[config.mk]
export PLATFORM = sky130hd
export DESIGN_NAME = draw_arbiter
export DESIGN_NICKNAME = d
export VERILOG_FILES = /design/src/rtl/draw_pkg.sv /design/src/rtl/draw_arbiter_rr_pick.sv /design/src/rtl/draw_arbiter.sv
export SDC_FILE = /design/constraint.sdc
export NUM_CORES = 1
export LEC_CHECK = 0
export ABC_AREA = 1
export CAP_MARGIN = 20
export CELL_PAD_IN_SITES_DETAIL_PLACEMENT = 0
export CELL_PAD_IN_SITES_GLOBAL_PLACEMENT = 1
export CORE_MARGIN = 3
export CORE_UTILIZATION = 29
export CTS_CLUSTER_DIAMETER = 50
export CTS_CLUSTER_SIZE = 24
export DETAILED_ROUTE_END_ITERATION = 8
export PLACE_DENSITY = 0.91
export SYNTH_ARGS = -nofsm -noshare
export SYNTH_HDL_FRONTEND = slang
export SYNTH_SLANG_ARGS = --single-unit
[constraint.sdc]
create_clock -name clk -period 2.29 [get_ports clk]
set_input_delay 0.458 -clock clk [delete_from_list [all_inputs] [get_ports clk]]
set_output_delay 0.458 -clock clk [all_outputs]
set_load 0.005 [all_outputs]
[src/rtl/draw_pkg.sv]
// draw_pkg: shared widths and FSM states for the draw arbiter.
// Coordinate/size/colour widths match the rectangle draw engine.
package draw_pkg;

  localparam int X_W  = 8;
  localparam int Y_W  = 7;
  localparam int S_W  = 5;
  localparam int C_W  = 3;
  localparam int ID_W = 3;

  typedef enum logic [1:0] {
    IDLE = 2'd0,
    LOAD = 2'd1,
    RUN  = 2'd2,
    ACK  = 2'd3
  } state_e;

endpackage

[src/rtl/draw_arbiter_rr_pick.sv]
// rr_pick: combinational round-robin picker.
// req_i/ptr_i in -> valid_o (any request), idx_o (first req at or after ptr).
module rr_pick
  import draw_pkg::*;
#(
  parameter int N = 4
) (
  input  logic [N-1:0]    req_i,
  input  logic [ID_W-1:0] ptr_i,
  output logic            valid_o,
  output logic [ID_W-1:0] idx_o
);

  logic [2*N-1:0] rot;
  logic [ID_W:0]  sum;

  // Rotate so that bit 0 is the requester at ptr; the lowest set bit
  // of the rotated vector is the winner.
  always_comb begin
    rot     = {req_i, req_i} >> ptr_i;
    valid_o = |req_i;
    idx_o   = '0;
    sum     = '0;
    for (int j = N - 1; j >= 0; j--) begin
      if (rot[j]) begin
        sum = {1'b0, ptr_i} + (ID_W + 1)'(j);
        if (sum >= (ID_W + 1)'(N)) begin
          sum = sum - (ID_W + 1)'(N);
        end
        idx_o = sum[ID_W-1:0];
      end
    end
  end

endmodule

[src/rtl/draw_arbiter.sv]
// draw_arbiter: round-robin owner of the shared rectangle draw engine.
// req + packed rectangles in; eng_* load/enable, plot, ack/err, busy, grant_id out.
module draw_arbiter
  import draw_pkg::*;
#(
  parameter int N       = 4,
  parameter int TIMEOUT = 1100
) (
  input  logic             clk,
  input  logic             reset,
  input  logic [N-1:0]     req,
  input  logic [X_W*N-1:0] req_x,
  input  logic [Y_W*N-1:0] req_y,
  input  logic [S_W*N-1:0] req_w,
  input  logic [S_W*N-1:0] req_h,
  input  logic [C_W*N-1:0] req_c,
  input  logic             pause,
  input  logic             eng_done,
  output logic             eng_load_n,
  output logic             eng_en,
  output logic [X_W-1:0]   eng_x,
  output logic [Y_W-1:0]   eng_y,
  output logic [S_W-1:0]   eng_w,
  output logic [S_W-1:0]   eng_h,
  output logic [C_W-1:0]   eng_c,
  output logic             plot,
  output logic [N-1:0]     ack,
  output logic             err,
  output logic             busy,
  output logic [ID_W-1:0]  grant_id
);

  localparam int WD_W = $clog2(TIMEOUT);
  localparam logic [WD_W-1:0] WD_LAST = WD_W'(TIMEOUT - 1);

  state_e          state_q, state_d;
  logic [ID_W-1:0] ptr_q, ptr_d;
  logic [ID_W-1:0] gnt_q, gnt_d;
  logic [X_W-1:0]  x_q, x_d;
  logic [Y_W-1:0]  y_q, y_d;
  logic [S_W-1:0]  w_q, w_d;
  logic [S_W-1:0]  h_q, h_d;
  logic [C_W-1:0]  c_q, c_d;
  logic            load_n_q, load_n_d;
  logic [N-1:0]    ack_q, ack_d;
  logic            err_q, err_d;
  logic            busy_q, busy_d;
  logic [WD_W-1:0] wdog_q, wdog_d;

  logic            pick_vld;
  logic [ID_W-1:0] pick_idx;
  logic [N-1:0]    gnt_hot;

  rr_pick #(.N(N)) u_pick (
    .req_i   (req),
    .ptr_i   (ptr_q),
    .valid_o (pick_vld),
    .idx_o   (pick_idx)
  );

  always_comb begin
    for (int i = 0; i < N; i++) begin
      gnt_hot[i] = (gnt_q == ID_W'(i));
    end
  end

  always_comb begin
    state_d  = state_q;
    ptr_d    = ptr_q;
    gnt_d    = gnt_q;
    x_d      = x_q;
    y_d      = y_q;
    w_d      = w_q;
    h_d      = h_q;
    c_d      = c_q;
    load_n_d = 1'b1;
    ack_d    = '0;
    err_d    = 1'b0;
    wdog_d   = wdog_q;
    eng_en   = 1'b0;
    plot     = 1'b0;
    unique case (state_q)
      IDLE: begin
        if (pick_vld && !pause) begin
          gnt_d = pick_idx;
          for (int i = 0; i < N; i++) begin
            if (pick_idx == ID_W'(i)) begin
              x_d = req_x[i*X_W +: X_W];
              y_d = req_y[i*Y_W +: Y_W];
              w_d = req_w[i*S_W +: S_W];
              h_d = req_h[i*S_W +: S_W];
              c_d = req_c[i*C_W +: C_W];
            end
          end
          load_n_d = 1'b0;
          state_d  = LOAD;
        end
      end
      LOAD: begin
        wdog_d  = '0;
        state_d = RUN;
      end
      RUN: begin
        eng_en = !pause;
        plot   = !pause && !eng_done;
        if (!pause) begin
          wdog_d = wdog_q + 1'b1;
        end
        // done wins over a same-cycle timeout
        if (eng_done) begin
          ack_d   = gnt_hot;
          state_d = ACK;
        end else if (!pause && wdog_q == WD_LAST) begin
          ack_d   = gnt_hot;
          err_d   = 1'b1;
          state_d = ACK;
        end
      end
      ACK: begin
        ptr_d   = (gnt_q == ID_W'(N - 1)) ? '0 : gnt_q + 1'b1;
        state_d = IDLE;
      end
    endcase
    busy_d = (state_d != IDLE);
  end

  always_ff @(posedge clk or negedge reset) begin
    if (!reset) begin
      state_q  <= IDLE;
      ptr_q    <= '0;
      gnt_q    <= '0;
      x_q      <= '0;
      y_q      <= '0;
      w_q      <= '0;
      h_q      <= '0;
      c_q      <= '0;
      load_n_q <= 1'b1;
      ack_q    <= '0;
      err_q    <= 1'b0;
      busy_q   <= 1'b0;
      wdog_q   <= '0;
    end else begin
      state_q  <= state_d;
      ptr_q    <= ptr_d;
      gnt_q    <= gnt_d;
      x_q      <= x_d;
      y_q      <= y_d;
      w_q      <= w_d;
      h_q      <= h_d;
      c_q      <= c_d;
      load_n_q <= load_n_d;
      ack_q    <= ack_d;
      err_q    <= err_d;
      busy_q   <= busy_d;
      wdog_q   <= wdog_d;
    end
  end

  assign eng_load_n = load_n_q;
  assign eng_x      = x_q;
  assign eng_y      = y_q;
  assign eng_w      = w_q;
  assign eng_h      = h_q;
  assign eng_c      = c_q;
  assign ack        = ack_q;
  assign err        = err_q;
  assign busy       = busy_q;
  assign grant_id   = gnt_q;

endmodule

==> impl_metrics.yaml <==
yosys:
  synth_area_leaders: "dfrtp_1 36%, nand2_1 18%, inv_1 12%"
  synth-seq-cells: 54
  post-synth-top-count-cell: "nand2_1"
  yosysTopAreaCellShare: 0.360
  syn-mean-instance-area_um2: 6.46
  syn_area_um2: 3680
  yosys_warnings: 0
  ys.flop_type: "dfrtp_1"
  syn_inst: 570
  yosys.area.top_type: "dfrtp_1"
  synthArstFlopShare: 1.00
  ys_top_cells_by_count: "180 x nand2_1, 114 x inv_1, 54 x o21ai_0"
  synthDistinctLibCells: 32
  synth_edf_count: 0
  syn-num-nets: 696
  ys_seq_area_frac: 0.367
setup_path:
  worstReg2RegStart: "ptr_q[0]"
  arrival_ps: 1770
  path_max_fanout: 2
  cp-end-kind: "primary output"
  required_ps: 1830
  cp-start-kind: "input port"
  critPathKind: "input port to primary output"
  startpoint: "pause"
clocking:
  hold_buffers: 0
  cts_made_buffers: 5
  clockRootBuffer: "clkbuf_16"
  h-tree-depth: 2
  clock_sinks: 54
  cts_tree: "yes"
  path_clk_slew_ps: 80
  cts_buffer_depth: 2
  clock_latency_ps: 290
floorplanning:
  dieArea_um2: 14100
  start_util: 0.302
  die_y_um: 119
  core_um2: 12200
  ios: 160
  die_width_um: 119
  rows: 40
place:
  dp_cells: 894
  dp_slack_ps: -270
  portBuffers: 159
  place.gp.congestion: 0.867
  dp_hpwl_um: 9980
pwr:
  clock_power_share: 0.115
  switching_share: 0.470
  pwr-share-seq: 0.200
  power_density_nw_per_um2: 1350
  peakVddDrop_mv: 0.660
  p_leak_uw: 0.00305
  power.switching_uw: 3720
  p_int_uw: 4200
  p_comb_frac: 0.686
global_route:
  grt_pass1_wl_um: 20800
  grt_pass1_vias: 4236
  grt_use_total: 0.179
  grt_max_degree: 37
  overflow: 0
  antenna_found_initial: 0
min_path:
  hp-class: "input port to asynchronous set/reset pin"
timing:
  setup_viol: 0
  drv_slew: 0
  min_period_over_period: 0.971
  finalHoldViolations: 0
  clock_skew_ps: 7.14
  fmax_ghz: 0.450
  finalSetupTns_ps: 0
  slew_headroom: 0.607
  worstMarginPinSlew_ps: 589
  setup_ws_ps: 66.5
  fin_crit_ps: 2220
cells_and_area:
  syn_to_final_growth_pct: 59.4
  drive_gt1_frac: 0.0707
  fin_util: 0.481
  fin_nets: 860
  diodes: 0
  stdcell_count: 903
  n_fill_cell: 1238
routing:
  drtPass1Iterations: 5
  antenna_left: 0
  drtIter0Drc: 315
  wl_um: 13000
  drc: 0
  vias_per_cell: 4.74
  wl_per_cell_um: 14.4
  routed-via-count: 4282
flow_run:
  cap_viol_max_count: 0
status:
  status: "finished, final reports clean"
-- area by class of cell --
| class | instances | area, um^2 | share of cell area |
|---|---|---|---|
| clock buffer | 6 | 139 | 0.0237 |
| inverter | 117 | 439 | 0.0748 |
| multi-input combinational | 372 | 1820 | 0.310 |
| clock inverter | 2 | 38.8 | 0.00661 |
| sequential | 54 | 1350 | 0.230 |
| tap | 168 | 210 | 0.0358 |
| timing repair buffer | 184 | 1870 | 0.319 |
-- per-stage QoR --
step | power [uW] | instance area, um^2 | hold WS (ps)
final | 7920 | 5870 | 157
after global placement | 6630 | 5610 | 457
after floorplan | 4560 | 3680 | 162
after detailed placement | 6720 | 5610 | 467
after CTS | 7670 | 5790 | 185
after global routing | 8610 | 5870 | 209
-- worst max-delay path, stage by stage --
cell and delay (ps):
clkdlybuf4s50_1 470, nor2_2 160, clkinv_1 100, nor2_1 90
clkdlybuf4s50_1 500
-- kinds of logic after synthesis --
| kind of cell | count (synthesis) | synth area share |
|---|---|---|
| flops | 54 | 0.367 |
| compound gates | 78 | 0.112 |
| xor+xnor | 1 | 0.00238 |
| simple gates | 287 | 0.344 |
| fa+ha+maj | 6 | 0.0204 |
| buf+inv | 144 | 0.154 |
-- power groups by stage --
stage | Sequential, uW | Combinational (uW) | Clock (uW)
floorplan | 1550 | 3010 | 0
global placement | 1580 | 5040 | 0
detailed placement | 1580 | 5140 | 0
CTS | 1580 | 5160 | 933
global route | 1620 | 6010 | 978
finish | 1580 | 5430 | 908
-- per-layer routing --
| metal | share of wire | global-route usage | vias up |
|---|---|---|---|
| li1 | - | - | 2115 |
| met1 | 0.43 | 0.228 | 2001 |
| met2 | 0.50 | 0.312 | 158 |
| met3 | 0.060 | 0.0316 | 8 |
| met4 | 0.0095 | 0.0442 | 0 |
| met5 | 0 | 0 | - |
-- sequential cells by signal, indices dropped and copies added, names as in the netlist --
signal	count
eng_h	5
eng_y	7
eng_x	8
eng_w	5
eng_c	3
wdog_q	11
state_q	2
eng_load_n	1
ptr_q	3
ack	4
grant_id	3
err	1
busy	1
-- placed cells by master, fill, tap and decap left out, types with 5 or more instances in the layout --
cell,instances
ha_1,6
clkbuf_16,5
nor3_1,5
buf_12,6
nand4_1,33
nand2_1,177
nor2_1,16
nand3_1,39
clkdlybuf4s50_1,158
dfrtp_1,53
o21ai_0,53
inv_1,113
o21ai_1,11
buf_4,14
-- path summary, 6_finish.rpt --
check | to | slack [ps] | depth (start not counted)
min in group clk | eng_x[7] | 480 | 2
min reg2reg | eng_x[7] | 480 | 2
max | plot | 70 | 5
max in group asynchronous | eng_load_n | 1490 | 2
max reg2reg | eng_w[0] | 160 | 11
min | ack[2] | 160 | 1
-- repair_timing --
action / in CTS / in global routing
endpoints found under the hold margin: 0 / 0
gates resized for setup: 0 / 18
setup endpoints to repair: 0 / 30
buffers inserted: 0 / 1
(Power assumes the default switching activity.)
